## src/rtl/sprite_pkg.sv

```systemverilog
// Shared types and default constants for the sprite line scheduler:
// table entry layout, captured hit record and the scheduler FSM states.
package sprite_pkg;

  localparam int ID_W    = 5;
  localparam int COORD_W = 10;
  localparam int DIM_W   = 5;
  localparam int RGB_W   = 24;

  localparam int DEF_NUM_SPRITES  = 20;
  localparam int DEF_MAX_PER_LINE = 4;
  localparam int DEF_SPR_DIM      = 32;
  localparam int DEF_H_ACTIVE     = 640;

  typedef struct packed {
    logic [ID_W-1:0]    id;
    logic [COORD_W-1:0] x;
    logic [COORD_W-1:0] y;
  } sprite_entry_t;

  typedef struct packed {
    logic [ID_W-1:0]    id;
    logic [COORD_W-1:0] x;
    logic [DIM_W-1:0]   row;
  } hit_t;

  typedef enum logic [1:0] {
    ST_IDLE,
    ST_SCAN,
    ST_FETCH,
    ST_DONE
  } state_t;

endpackage

```

## src/rtl/sprite_table.sv

```systemverilog
// Shadow/active sprite table pair: the CPU writes the shadow copy at any time,
// frame_sync copies it wholesale into the active copy that the scanner reads.
module sprite_table
  import sprite_pkg::*;
#(
  parameter int NUM_SPRITES = DEF_NUM_SPRITES
) (
  input  logic          clk,
  input  logic          reset,
  input  logic          we,
  input  logic [4:0]    idx,
  input  sprite_entry_t wdata,
  input  logic          load,
  input  logic [4:0]    rd_idx,
  output sprite_entry_t rd_data
);

  sprite_entry_t shadow [NUM_SPRITES];
  sprite_entry_t active [NUM_SPRITES];

  // NOTE: both tables are flop arrays, not RAM, so they can and must be
  // cleared by reset; an empty table (all id 0) means nothing is drawn.
  always_ff @(posedge clk or negedge reset) begin
    if (!reset) begin
      for (int i = 0; i < NUM_SPRITES; i++) begin
        shadow[i] <= '0;
        active[i] <= '0;
      end
    end else begin
      // A write in the load cycle lands in shadow only: active takes the old shadow.
      if (we && (32'(idx) < NUM_SPRITES)) shadow[idx] <= wdata;
      if (load) active <= shadow;
    end
  end

  assign rd_data = (32'(rd_idx) < NUM_SPRITES) ? active[rd_idx] : '0;

endmodule

```

## src/rtl/sprite_line_scheduler.sv

```systemverilog
// Per-scanline sprite scheduler: scans the active table for sprites covering
// the next line, then streams their pixel rows from ROM into the line buffer.
module sprite_line_scheduler
  import sprite_pkg::*;
#(
  parameter int NUM_SPRITES  = DEF_NUM_SPRITES,
  parameter int MAX_PER_LINE = DEF_MAX_PER_LINE,
  parameter int SPR_DIM      = DEF_SPR_DIM,
  parameter int H_ACTIVE     = DEF_H_ACTIVE
) (
  input  logic        clk,
  input  logic        reset,
  input  logic        tbl_we,
  input  logic [4:0]  tbl_idx,
  input  logic [24:0] tbl_data,
  input  logic        frame_sync,
  input  logic        line_start,
  input  logic [9:0]  line_y,
  output logic [4:0]  rom_id,
  output logic [9:0]  rom_addr,
  input  logic [23:0] rom_q,
  output logic        lb_we,
  output logic [9:0]  lb_addr,
  output logic [23:0] lb_data,
  output logic        busy,
  output logic        line_done,
  output logic        overflow,
  output logic        late
);

  localparam int CNT_W = $clog2(MAX_PER_LINE + 1);
  localparam int HIT_W = (MAX_PER_LINE > 1) ? $clog2(MAX_PER_LINE) : 1;

  state_t             state, state_nxt;
  logic [4:0]         scan_idx;
  logic [9:0]         line_q;
  hit_t               hits [MAX_PER_LINE];
  logic [CNT_W-1:0]   hit_cnt;
  logic [HIT_W-1:0]   fetch_hit;
  logic [DIM_W-1:0]   col;
  logic               drain;
  logic               pipe_valid;
  logic [10:0]        pipe_addr;

  sprite_entry_t      scan_ent;
  hit_t               cur;
  logic               hit;
  logic [DIM_W-1:0]   hit_row;
  logic               last_scan, last_col, last_hit, issue;

  sprite_table #(.NUM_SPRITES(NUM_SPRITES)) u_table (
    .clk     (clk),
    .reset   (reset),
    .we      (tbl_we),
    .idx     (tbl_idx),
    .wdata   (tbl_data),
    .load    (frame_sync),
    .rd_idx  (scan_idx),
    .rd_data (scan_ent)
  );

  assign cur       = hits[fetch_hit];
  assign last_scan = (scan_idx == 5'(NUM_SPRITES - 1));
  assign last_col  = (col == DIM_W'(SPR_DIM - 1));
  assign last_hit  = (CNT_W'(fetch_hit) == hit_cnt - CNT_W'(1));
  assign issue     = (state == ST_FETCH) && !drain;

  // Vertical hit test widened to 11 bits so y+SPR_DIM near 1023 cannot wrap.
  always_comb begin
    logic [10:0] ly11, y11, diff;
    ly11    = {1'b0, line_q};
    y11     = {1'b0, scan_ent.y};
    diff    = ly11 - y11;
    hit     = (scan_ent.id != '0) && (ly11 >= y11) && (ly11 < y11 + 11'(SPR_DIM));
    hit_row = diff[DIM_W-1:0];
  end

  always_ff @(posedge clk or negedge reset) begin
    if (!reset) state <= ST_IDLE;
    else        state <= state_nxt;
  end

  // NOTE: every combinational output gets its default before the case, so no
  // path through the block leaves a value unassigned and no latch is inferred.
  always_comb begin
    state_nxt = state;
    case (state)
      ST_IDLE:  if (line_start) state_nxt = ST_SCAN;
      ST_SCAN:  if (last_scan) state_nxt = (hit_cnt != '0 || hit) ? ST_FETCH : ST_DONE;
      ST_FETCH: if (drain) state_nxt = ST_DONE;
      ST_DONE:  state_nxt = ST_IDLE;
      default:  state_nxt = ST_IDLE;
    endcase
  end

  // NOTE: all state below updates with non-blocking assignments so every
  // register samples pre-edge values, independent of statement order.
  always_ff @(posedge clk or negedge reset) begin
    if (!reset) begin
      scan_idx   <= '0;
      line_q     <= '0;
      hit_cnt    <= '0;
      fetch_hit  <= '0;
      col        <= '0;
      drain      <= 1'b0;
      pipe_valid <= 1'b0;
      pipe_addr  <= '0;
      line_done  <= 1'b0;
      overflow   <= 1'b0;
      late       <= 1'b0;
      for (int i = 0; i < MAX_PER_LINE; i++) hits[i] <= '0;
    end else begin
      case (state)
        ST_IDLE: begin
          if (line_start) begin
            line_q   <= line_y;
            hit_cnt  <= '0;
            overflow <= 1'b0;
            scan_idx <= '0;
          end
        end
        ST_SCAN: begin
          scan_idx <= scan_idx + 5'd1;
          if (hit) begin
            if (32'(hit_cnt) < MAX_PER_LINE) begin
              hits[hit_cnt[HIT_W-1:0]] <= '{id: scan_ent.id, x: scan_ent.x, row: hit_row};
              hit_cnt <= hit_cnt + CNT_W'(1);
            end else begin
              overflow <= 1'b1;
            end
          end
          if (last_scan) begin
            fetch_hit <= '0;
            col       <= '0;
            drain     <= 1'b0;
          end
        end
        ST_FETCH: begin
          if (!drain) begin
            if (last_col) begin
              col <= '0;
              if (last_hit) drain <= 1'b1;
              else          fetch_hit <= fetch_hit + HIT_W'(1);
            end else begin
              col <= col + DIM_W'(1);
            end
          end
        end
        default: ;
      endcase

      // Line-buffer address is delayed one cycle to line up with rom_q.
      pipe_valid <= issue;
      if (issue) pipe_addr <= {1'b0, cur.x} + 11'(col);

      line_done <= (state == ST_DONE);

      if (line_start && state != ST_IDLE) late <= 1'b1;
      else if (frame_sync)                late <= 1'b0;
    end
  end

  assign busy     = (state != ST_IDLE);
  assign rom_id   = issue ? cur.id : '0;
  assign rom_addr = issue ? {cur.row, col} : '0;
  assign lb_we    = pipe_valid && (rom_q != '0) && (pipe_addr < 11'(H_ACTIVE));
  assign lb_addr  = pipe_addr[9:0];
  assign lb_data  = pipe_valid ? rom_q : '0;

endmodule

```

## config.mk

```make
export PLATFORM = sky130hd
export DESIGN_NAME = sprite_line_scheduler
export DESIGN_NICKNAME = d
export VERILOG_FILES = /design/src/rtl/sprite_pkg.sv /design/src/rtl/sprite_table.sv /design/src/rtl/sprite_line_scheduler.sv
export SDC_FILE = /design/constraint.sdc
export NUM_CORES = 1
export LEC_CHECK = 0
export BUFFER_PORTS_ARGS = -buffer_cell sky130_fd_sc_hd__buf_2
export CORE_UTILIZATION = 50
export CTS_CLUSTER_DIAMETER = 80
export CTS_CLUSTER_SIZE = 40
export DETAILED_ROUTE_END_ITERATION = 8
export PLACE_DENSITY = 0.66
export SETUP_SLACK_MARGIN = 0.15
export SLEW_MARGIN = 20
export SYNTH_ARGS = -nofsm -noshare
export SYNTH_HDL_FRONTEND = slang
export SYNTH_SLANG_ARGS = --single-unit
```

## constraint.sdc

```tcl
create_clock -name clk -period 6.55 [get_ports clk]
set_input_delay 1.6375 -clock clk [delete_from_list [all_inputs] [get_ports clk]]
set_output_delay 1.6375 -clock clk [all_outputs]
set_load 0.02 [all_outputs]
```

==> impl_metrics.env, run 1 <==
export IMPL_hold_slack_ns=0.464
export IMPL_netlist_instances=3031
export IMPL_place_worst_setup_slack_ns=1.30
export IMPL_avgSynthCellArea_um2=15.9
export IMPL_synth_area_um2=48100
export IMPL_num_vias=25700
export IMPL_fin_crit_sh_pct=79.9
export IMPL_grt_start_max_net_pins=158
export IMPL_crit_chain="buf_4 > mux4_2 > mux2_2 > nand2_1 > o211ai_1 > and2_1 > nand2_1 > xnor2_1 > ha_1 > nand3_1 > a211o_1 > a32oi_4 > nor3_4 > buf_4 > mux2_4"
export IMPL_synth_flop_cell="dfrtp_1"
export IMPL_route_detailed_drc=0
export IMPL_critical_path_top_delay_family="multiplexers"
export IMPL_viasPerCell=5.92
export IMPL_layout_min_cycle_time_ns=5.23
export IMPL_grt_pass1_vias=27600
export IMPL_skew_ns=0.0457
export IMPL_setup_worst_path_class="reg2reg"
export IMPL_maxCapViolCount=0
export IMPL_holdBufCountCts=0
export IMPL_cts_tree="built"
export IMPL_max_slew_margin_rel_pct=21.6
export IMPL_startpoint_type="register"
export IMPL_synth_most_common_cell="dfrtp_1"
export IMPL_wl_per_cell_um=25.7
export IMPL_hold_viol=0
export IMPL_portBuffers=122
export IMPL_min_path_type="reg2reg"
export IMPL_post_cts_resized=0
export IMPL_h_tree_depth=2
export IMPL_gp_congestion=0.848
export IMPL_ys_types=69
export IMPL_nNetsFinal=3140
export IMPL_cts_buffers=47
export IMPL_gr_usage_all_layers_pct=23.2
export IMPL_place_area_um2=50000
export IMPL_ys_async_sr_fraction_pct=100
export IMPL_critPathRequiredTime_ns=7.09
export IMPL_status="finished, final reports clean"
export IMPL_cp_slowest_cell="dfrtp_4"
export IMPL_cp_end_kind="register"
export IMPL_cp_num_buf_inv=2
export IMPL_grt_pass1_wl_mm=173
export IMPL_cts_sinks=1123
export IMPL_coreArea_um2=95200
export IMPL_clockBufferDepth=3
export IMPL_post_cts_setup_buffer_count=0
export IMPL_clk_pin_slew_ns=0.13
export IMPL_ctsRootBufferMaster="clkbuf_16"
export IMPL_place_hpwl_mm=67.4
export IMPL_cellPowerDensity_nw_per_um2=372
export IMPL_power_total_mw=19.3
export IMPL_synth_commonest_cells="dfrtp_1, mux2_2, clkbuf_1"
export IMPL_synth_enable_flop_cells=0
export IMPL_yosys_top_cells_area="dfrtp_1, mux2_2, mux4_2"
export IMPL_antenna_found_initial=7
export IMPL_setup_viol=0
export IMPL_yosysTopAreaCell="dfrtp_1"
export IMPL_leakagePower_nw=23.8
export IMPL_worst_slack_ns=1.32
export IMPL_drt_iter0_markers=1698
export IMPL_overflow=0
export IMPL_final_core_util_pct=54.4
export IMPL_ir_drop_v=0.000236
export IMPL_crit_path_max_fanout=39
export IMPL_ant_nets=0
export IMPL_tightest_slew_ns=1.18
export IMPL_clock_fmax_mhz=191
export IMPL_ys_seq_area_share_pct=58.4
export IMPL_slowest_delay_ns=1.02
export IMPL_timing_final_max_slew_violations=0
export IMPL_synthesis_nets=3135
export IMPL_area_growth_syn_to_layout_pct=7.60
export IMPL_rsz0062_at_grt="false"
export IMPL_worstPathArrival_ns=5.77
export IMPL_fp_dieW_um=312
export IMPL_ys_warn_count=0
export IMPL_num_rows=113
export IMPL_layout_drive_gt1_share_pct=49.8
export IMPL_die_area_um2=97500
export IMPL_ys_seq_elements=1123
export IMPL_first_pass_iters=5
export IMPL_fin_tns_setup_ns=0
export IMPL_start_util_pct=50.6
export IMPL_wl_mm=111
export IMPL_io_pins=123
export IMPL_place_inst=4252
export IMPL_stdcell_count=4341
export IMPL_yosysTopAreaCellShare_pct=58.4
export IMPL_clkLatencyLatePin_ns=0.65
export IMPL_layout_cell_area_non_filler_um2=51800
export IMPL_die_height_um=312
logic make-up after synthesis:
family / count (synthesis) / share of synthesized area [%]
and+or+nand+nor: 208 / 2.32
muxes: 1279 / 33.9
xor gates and xnor gates: 16 / 0.291
adders and majority gates: 35 / 0.941
AOI/OAI and AO/OA: 111 / 1.68
buffers and inverters: 259 / 2.50
DFF: 1123 / 58.4
worst paths after layout:
kind	start	endpoint	slack (ns)	depth (start not counted)
worst max-delay path	scan_idx[0]	hits[67]	1.32	15
worst max register to register	scan_idx[0]	hits[67]	1.32	15
max in group asynchronous	reset	u_table.active[281]	4.07	2
worst min-delay path	u_table.shadow[53]	u_table.active[53]	0.46	1
worst min register to register	u_table.shadow[53]	u_table.active[53]	0.46	1
min in group asynchronous	reset	u_table.shadow[57]	1.04	1
per-layer routing:
| metal | wire length, µm | global-route usage (%) | up-vias |
|---|---|---|---|
| met5 | 42 | 0 | - |
| met4 | 2430 | 5.18 | 8 |
| met3 | 4020 | 2.74 | 147 |
| met2 | 55000 | 38.8 | 452 |
| met1 | 49900 | 32.8 | 14100 |
| li1 | - | - | 11000 |
power by group:
part | leakage, nW | switching, mW | internal, mW
registers | 14.4 | 1.06 | 8.46
logic | 8.50 | 2.69 | 2.93
clock network | 0.874 | 2.51 | 1.61
registers in the layout, indices dropped and copies added (netlist names), 2 cells and up:
name and count:
col 5, u_table.active 500, state 2, fetch_hit 2
scan_idx 5, hits 80, pipe_addr 11, hit_cnt 3
u_table.shadow 500, line_q 10
cell usage in the layout (no fill, tap or decap), types with 17 or more instances in the layout:
cell,instances
nand3_1,18
mux2_2,1021
inv_1,32
buf_2,120
o21ai_0,34
mux2_4,72
mux2i_1,43
ha_1,33
nand2_1,59
and2_1,27
mux4_2,122
buf_4,47
a22o_1,17
and3_1,18
clkbuf_16,49
dfrtp_1,1119
cell type report:
type / count / area, µm²
Fill cell: 7547 / 43400
Sequential cell: 1123 / 28100
Multi-Input combinational cell: 1649 / 18900
Tap cell: 1265 / 1580
Timing Repair Buffer: 182 / 1240
Clock buffer: 51 / 1230
Clock inverter: 35 / 592
Inverter: 33 / 124
Antenna cell: 3 / 7.51
worst reg2reg max path, cell delays in order, from the launching register on:
cell	delay (ns)
dfrtp_4	1.02
buf_4	0.69
mux4_2	0.59
mux2_2	0.27
nand2_1	0.07
o211ai_1	0.16
and2_1	0.25
nand2_1	0.10
xnor2_1	0.07
ha_1	0.30
nand3_1	0.08
a211o_1	0.27
a32oi_4	0.51
nor3_4	0.10
buf_4	0.29
mux2_4	0.37
Power figures use the tool's default switching activity.
==> inputs of run 2 (changes only) <==
==> constraint.sdc (replaced) <==
create_clock -name clk -period 5.2 [get_ports clk]
set_input_delay 1.3 -clock clk [delete_from_list [all_inputs] [get_ports clk]]
set_output_delay 1.3 -clock clk [all_outputs]
set_load 0.02 [all_outputs]
==> impl_metrics.env, run 2 (same netlist as run 1, synthesis figures left out) <==
export IMPL_timing_final_max_slew_violations=0
export IMPL_layout_drive_gt1_share_pct=49.9
export IMPL_nNetsFinal=3149
export IMPL_wl_mm=110
export IMPL_first_pass_iters=5
export IMPL_fin_tns_setup_ns=0
export IMPL_overflow=0
export IMPL_ant_nets=0
export IMPL_max_slew_margin_rel_pct=29.4
export IMPL_die_area_um2=97500
export IMPL_status="finished, final reports clean"
export IMPL_io_pins=123
export IMPL_num_rows=113
export IMPL_num_vias=25600
export IMPL_ir_drop_v=0.000282
export IMPL_portBuffers=122
export IMPL_post_cts_resized=0
export IMPL_startpoint_type="register"
export IMPL_wl_per_cell_um=25.4
export IMPL_fp_dieW_um=312
export IMPL_route_detailed_drc=0
export IMPL_power_total_mw=24.1
export IMPL_grt_start_max_net_pins=114
export IMPL_start_util_pct=50.6
export IMPL_fin_crit_sh_pct=92.5
export IMPL_grt_pass1_vias=27200
export IMPL_coreArea_um2=95200
export IMPL_cts_tree="built"
export IMPL_gp_congestion=0.837
export IMPL_rsz0062_at_grt="false"
export IMPL_cp_end_kind="register"
export IMPL_cts_buffers=45
export IMPL_clkLatencyLatePin_ns=0.67
export IMPL_h_tree_depth=2
export IMPL_layout_min_cycle_time_ns=4.81
export IMPL_holdBufCountCts=0
export IMPL_area_growth_syn_to_layout_pct=7.66
export IMPL_worstPathArrival_ns=5.34
export IMPL_hold_slack_ns=0.492
export IMPL_worst_slack_ns=0.389
export IMPL_post_cts_setup_buffer_count=0
export IMPL_antenna_found_initial=8
export IMPL_critPathRequiredTime_ns=5.73
export IMPL_maxCapViolCount=0
export IMPL_leakagePower_nw=23.8
export IMPL_gr_usage_all_layers_pct=23.0
export IMPL_ctsRootBufferMaster="clkbuf_16"
export IMPL_min_path_type="reg2reg"
export IMPL_clockBufferDepth=3
export IMPL_hold_viol=0
export IMPL_tightest_slew_ns=1.06
export IMPL_final_cell_mix="dfrtp_1, mux2_2, mux4_2"
export IMPL_top_regs="u_table.active x500, u_table.shadow x500, hits x80"
export IMPL_place_hpwl_mm=67.2
export IMPL_drt_iter0_markers=1628
export IMPL_die_height_um=312
export IMPL_layout_cells_most_common="dfrtp_1"
export IMPL_place_worst_setup_slack_ns=0.284
export IMPL_skew_ns=0.0378
export IMPL_clk_pin_slew_ns=0.14
export IMPL_cellPowerDensity_nw_per_um2=464
export IMPL_setup_worst_path_class="reg2reg"
export IMPL_clock_fmax_mhz=208
export IMPL_cts_sinks=1123
export IMPL_setup_viol=0
export IMPL_crit_path_max_fanout=25
export IMPL_grt_pass1_wl_mm=171
export IMPL_viasPerCell=5.89
-- run 2: changes by cell type in the layout (fill, tap and decap cells not counted), moves of 3 or more --
cell | before | now
buf_4 | 47 | 53
inv_16 | 9 | 6
buf_12 | 13 | 17
clkinv_8 | 5 | 8
clkbuf_16 | 49 | 45
-- run 2: critical path, stage by stage (launching register included) --
cell and delay [ns]:
dfrtp_4 0.65, buf_12 0.29, buf_12 0.22, mux4_2 0.52, mux2i_1 0.20, o211ai_1 0.20, and2_1 0.27, nand2_1 0.10
xnor2_1 0.13, ha_1 0.27, a21o_1 0.19, a21oi_1 0.23, a32oi_4 0.19, nor3_4 0.42, buf_4 0.40, mux2_4 0.34
-- run 2: per-layer routing --
metal	up-vias	track usage, %	wire length, µm
li1	11000	-	-
met1	14000	32.6	49700
met2	449	37.5	54000
met3	137	3.07	3950
met4	8	6.08	2690
met5	-	0	48
-- run 2: layout make-up --
cell class	count	area (µm²)
fillers	7491	43300
flip-flops and latches	1123	28100
multi-input cells	1649	18900
well taps	1265	1580
repair buffers	193	1400
clock buffers	46	1130
clock inverters	35	564
inverters	33	124
diodes	3	7.51
-- run 2: worst paths after layout --
check	end	start	slack [ns]	cells past startpoint
max in group asynchronous	scan_idx[0]	reset	3.18	2
hold reg to reg	u_table.active[247]	u_table.shadow[247]	0.49	1
hold / removal	u_table.active[247]	u_table.shadow[247]	0.49	1
setup / recovery	hits[74]	scan_idx[0]	0.39	15
setup reg to reg	hits[74]	scan_idx[0]	0.39	15
min in group asynchronous	u_table.shadow[284]	reset	0.59	1
-- run 2: per-stage QoR --
stage | cells | utilization [%] | instance area, µm²
after floorplan | 3031 | - | 48100
after global placement | 4262 | 52.6 | 50100
after detailed placement | 4262 | 52.6 | 50100
after CTS | 4343 | 54.4 | 51800
after global routing | 4347 | 54.5 | 51800
final | 4347 | 54.5 | 51800
-- run 2: power by group --
part / switching [mW] / internal [mW]
Clock: 3.10 / 1.84
Combinational: 3.49 / 3.75
Sequential: 1.22 / 10.7
Total: 7.81 / 16.2
==> inputs of run 3 (changes only) <==
--- a/config.mk
+++ b/config.mk
@@ -6,13 +6,13 @@
 export NUM_CORES = 1
 export LEC_CHECK = 0
 export BUFFER_PORTS_ARGS = -buffer_cell sky130_fd_sc_hd__buf_2
-export CORE_UTILIZATION = 50
+export CORE_UTILIZATION = 25
 export CTS_CLUSTER_DIAMETER = 80
 export CTS_CLUSTER_SIZE = 40
 export DETAILED_ROUTE_END_ITERATION = 8
-export PLACE_DENSITY = 0.66
 export SETUP_SLACK_MARGIN = 0.15
 export SLEW_MARGIN = 20
 export SYNTH_ARGS = -nofsm -noshare
 export SYNTH_HDL_FRONTEND = slang
+export SYNTH_HIERARCHICAL = 1
 export SYNTH_SLANG_ARGS = --single-unit
==> impl_metrics.env, run 3 <==
export IMPL_io_pins=123
export IMPL_reg2reg_slack_ns=0.42
export IMPL_clkLatencyLatePin_ns=0.72
export IMPL_num_rows=160
export IMPL_min_from="u_table/shadow[70]"
export IMPL_place_hpwl_mm=77.2
export IMPL_crit_chain="mux4_2 > mux2i_1 > o211ai_1 > and3_1 > xnor2_1 > ha_1 > a211o_1 > a221o_1 > a311oi_4 > and3_4 > mux2_4"
export IMPL_rsz0062_at_grt="false"
export IMPL_h_tree_depth=2
export IMPL_ys_warn_count=6
export IMPL_reg2reg_from="scan_idx[0]"
export IMPL_ys_seq_area_share_pct=58.5
export IMPL_viasPerCell=4.54
export IMPL_drt_iter0_markers=1649
export IMPL_setup_worst_path_class="reg2reg"
export IMPL_cp_slowest_cell="dfrtp_4"
export IMPL_worstPathArrival_ns=5.33
export IMPL_yosys_top_cells_area="dfrtp_1, mux2_2, mux4_2"
export IMPL_ant_nets=0
export IMPL_clock_fmax_mhz=209
export IMPL_die_area_um2=194000
export IMPL_ys_types=67
export IMPL_synth_flop_cell="dfrtp_1"
export IMPL_ir_drop_v=0.000308
export IMPL_status="finished, final reports clean"
export IMPL_maxUsedRoutingLayer="met5"
export IMPL_met1_length_mm=56.8
export IMPL_yosysTopAreaCellShare_pct=58.5
export IMPL_start_util_pct=25.2
export IMPL_internal_power_mw=16.5
export IMPL_fillers=19100
export IMPL_power_share_clock_pct=22.2
export IMPL_route_detailed_drc=0
export IMPL_layout_drive_gt1_share_pct=48.0
export IMPL_layout_cells_most_common="dfrtp_1"
export IMPL_yosysTopAreaCell="dfrtp_1"
export IMPL_layout_min_cycle_time_ns=4.78
export IMPL_num_vias=26000
export IMPL_clockBufferDepth=3
export IMPL_clk_pin_slew_ns=0.14
export IMPL_final_cell_mix="dfrtp_1, mux2_2, mux2i_1"
export IMPL_wl_per_cell_um=21.1
export IMPL_crit_path_max_fanout=20
export IMPL_critPathRequiredTime_ns=5.75
export IMPL_grt_pass1_wl_mm=182
export IMPL_grt_pass1_vias=26800
export IMPL_synth_commonest_cells="dfrtp_1, mux2_2, mux2i_1"
export IMPL_top_regs="u_table/active x500, u_table/shadow x500, hits x80"
export IMPL_synth_enable_flop_cells=0
export IMPL_setup_viol=0
export IMPL_fin_crit_sh_pct=91.9
export IMPL_first_pass_iters=5
export IMPL_netlist_instances=3117
export IMPL_coreArea_um2=190000
export IMPL_cts_buffers=51
export IMPL_p_comb_share_pct=29.9
export IMPL_cellPowerDensity_nw_per_um2=460
export IMPL_max_slew_margin_rel_pct=25.1
export IMPL_holdBufCountCts=0
export IMPL_fp_dieW_um=440
export IMPL_cp_end_kind="register"
export IMPL_hold_end="u_table/active[70]"
export IMPL_route_met3_wl_mm=3.52
export IMPL_grt_start_max_net_pins=112
export IMPL_power_share_switching_pct=33.1
export IMPL_overflow=0
export IMPL_seq_power_share_pct=47.9
export IMPL_hold_path_depth=1
export IMPL_p_sw_mw=8.20
export IMPL_area_growth_syn_to_layout_pct=12.1
export IMPL_ys_seq_elements=1123
export IMPL_slowest_delay_ns=0.77
export IMPL_avgSynthCellArea_um2=15.4
export IMPL_gr_usage_all_layers_pct=12.4
export IMPL_synth_area_um2=48000
export IMPL_wl_mm=121
export IMPL_hold_viol=0
export IMPL_rr_worst_depth=11
export IMPL_gp_congestion=0.792
export IMPL_post_cts_setup_buffer_count=0
export IMPL_cts_sinks=1123
export IMPL_nNetsFinal=3277
export IMPL_r2r_end="hits[38]"
export IMPL_final_core_util_pct=28.3
export IMPL_portBuffers=122
export IMPL_skew_ns=0.0640
export IMPL_die_height_um=440
export IMPL_leakagePower_nw=24.1
export IMPL_ctsRootBufferMaster="clkbuf_16"
export IMPL_maxCapViolCount=0
export IMPL_timing_final_max_slew_violations=0
export IMPL_hold_slack_ns=0.468
export IMPL_min_path_type="reg2reg"
export IMPL_antenna_found_initial=24
export IMPL_tightest_slew_ns=1.11
export IMPL_met2_length_mm=58.7
export IMPL_fin_tns_setup_ns=0
export IMPL_startpoint_type="register"
export IMPL_ys_async_sr_fraction_pct=100
export IMPL_cts_tree="built"
export IMPL_synthesis_nets=3221
export IMPL_power_total_mw=24.7
export IMPL_synth_most_common_cell="dfrtp_1"
## run 3: cell types whose count changed after synthesis, sizes merged, moves of 8 or more
cell,delta
buf,+62
a22oi,+39
mux2,-10
and3,-11
nand3,+16
nor2b,+8
a22o,-18
o21ai,-10
mux4,-48
clkbuf,-57
nor2,+9
o211ai,+20
mux2i,+90
nor3,-8
## run 3: cell type report
cell class / count / area [µm²] / area share, %
multi-input cells: 1726 / 18700 / 34.8
inverters: 37 / 139 / 0.258
clock inverters: 44 / 701 / 1.30
diodes: 6 / 15.0 / 0.0279
well taps: 2511 / 3140 / 5.84
flip-flops and latches: 1123 / 28100 / 52.2
clock buffers: 52 / 1290 / 2.40
repair buffers: 234 / 1720 / 3.20
## run 3: logic make-up after synthesis
family / after synthesis / synth area share, %
AOI/OAI and AO/OA: 143 / 2.10
xor gates and xnor gates: 19 / 0.347
adders and majority gates: 35 / 0.944
buffers and inverters: 268 / 2.63
DFF: 1123 / 58.5
muxes: 1311 / 32.9
and+or+nand+nor: 218 / 2.52
## run 3: worst max path at each step
stage / endpoint / slack, ns / start / cells past startpoint
after floorplan: hits[22] / 1.07 / scan_idx[0] / 16
after global placement: hits[11] / 0.41 / scan_idx[0] / 13
after detailed placement: hits[58] / 0.30 / scan_idx[0] / 11
after CTS: hits[38] / 0.25 / scan_idx[0] / 11
after global routing: hits[36] / 0.27 / scan_idx[0] / 11
final: hits[38] / 0.42 / scan_idx[0] / 11
## run 3: stage by stage
step,setup slack [ns],area (µm²),cells
5_1_grt,0.275,53800,5728
6_report,0.419,53800,5733
3_5_place_dp,0.305,51800,5631
2_1_floorplan,1.07,48000,3117
4_1_cts,0.251,53800,5727
3_3_place_gp,0.407,51800,5631
## run 3: worst max-delay path: cells and delay by family (launching register included)
| family | cells | cell delay, ns |
|---|---|---|
| multiplexers | 3 | 1.20 |
| AND/OR/NAND/NOR | 2 | 0.82 |
| AO/OA/AOI/OAI | 4 | 1.39 |
| flip-flops | 1 | 0.77 |
| XOR/XNOR | 1 | 0.13 |
| adder cells (fa/ha/maj) | 1 | 0.31 |
## run 3: per-layer routing
metal,GRT usage (%),up-vias
met5,0,-
met4,2.04,2
met3,1.48,130
met2,20.7,388
met1,17.4,14200
li1,-,11300
## run 3: what timing repair did
action | 4_1_cts | 5_1_grt
gates resized for setup | 0 | 1
endpoints found under the setup margin | 0 | 26
hold endpoints to repair | 0 | 0
## run 3: power groups by stage
stage | logic, mW | clock network (mW) | registers [mW]
2_1_floorplan | 5.25 | 0 | 11.5
3_3_place_gp | 7.28 | 0 | 12.0
3_5_place_dp | 7.43 | 0 | 12.0
4_1_cts | 7.45 | 5.70 | 11.8
5_1_grt | 7.98 | 5.98 | 12.1
6_report | 7.41 | 5.50 | 11.8
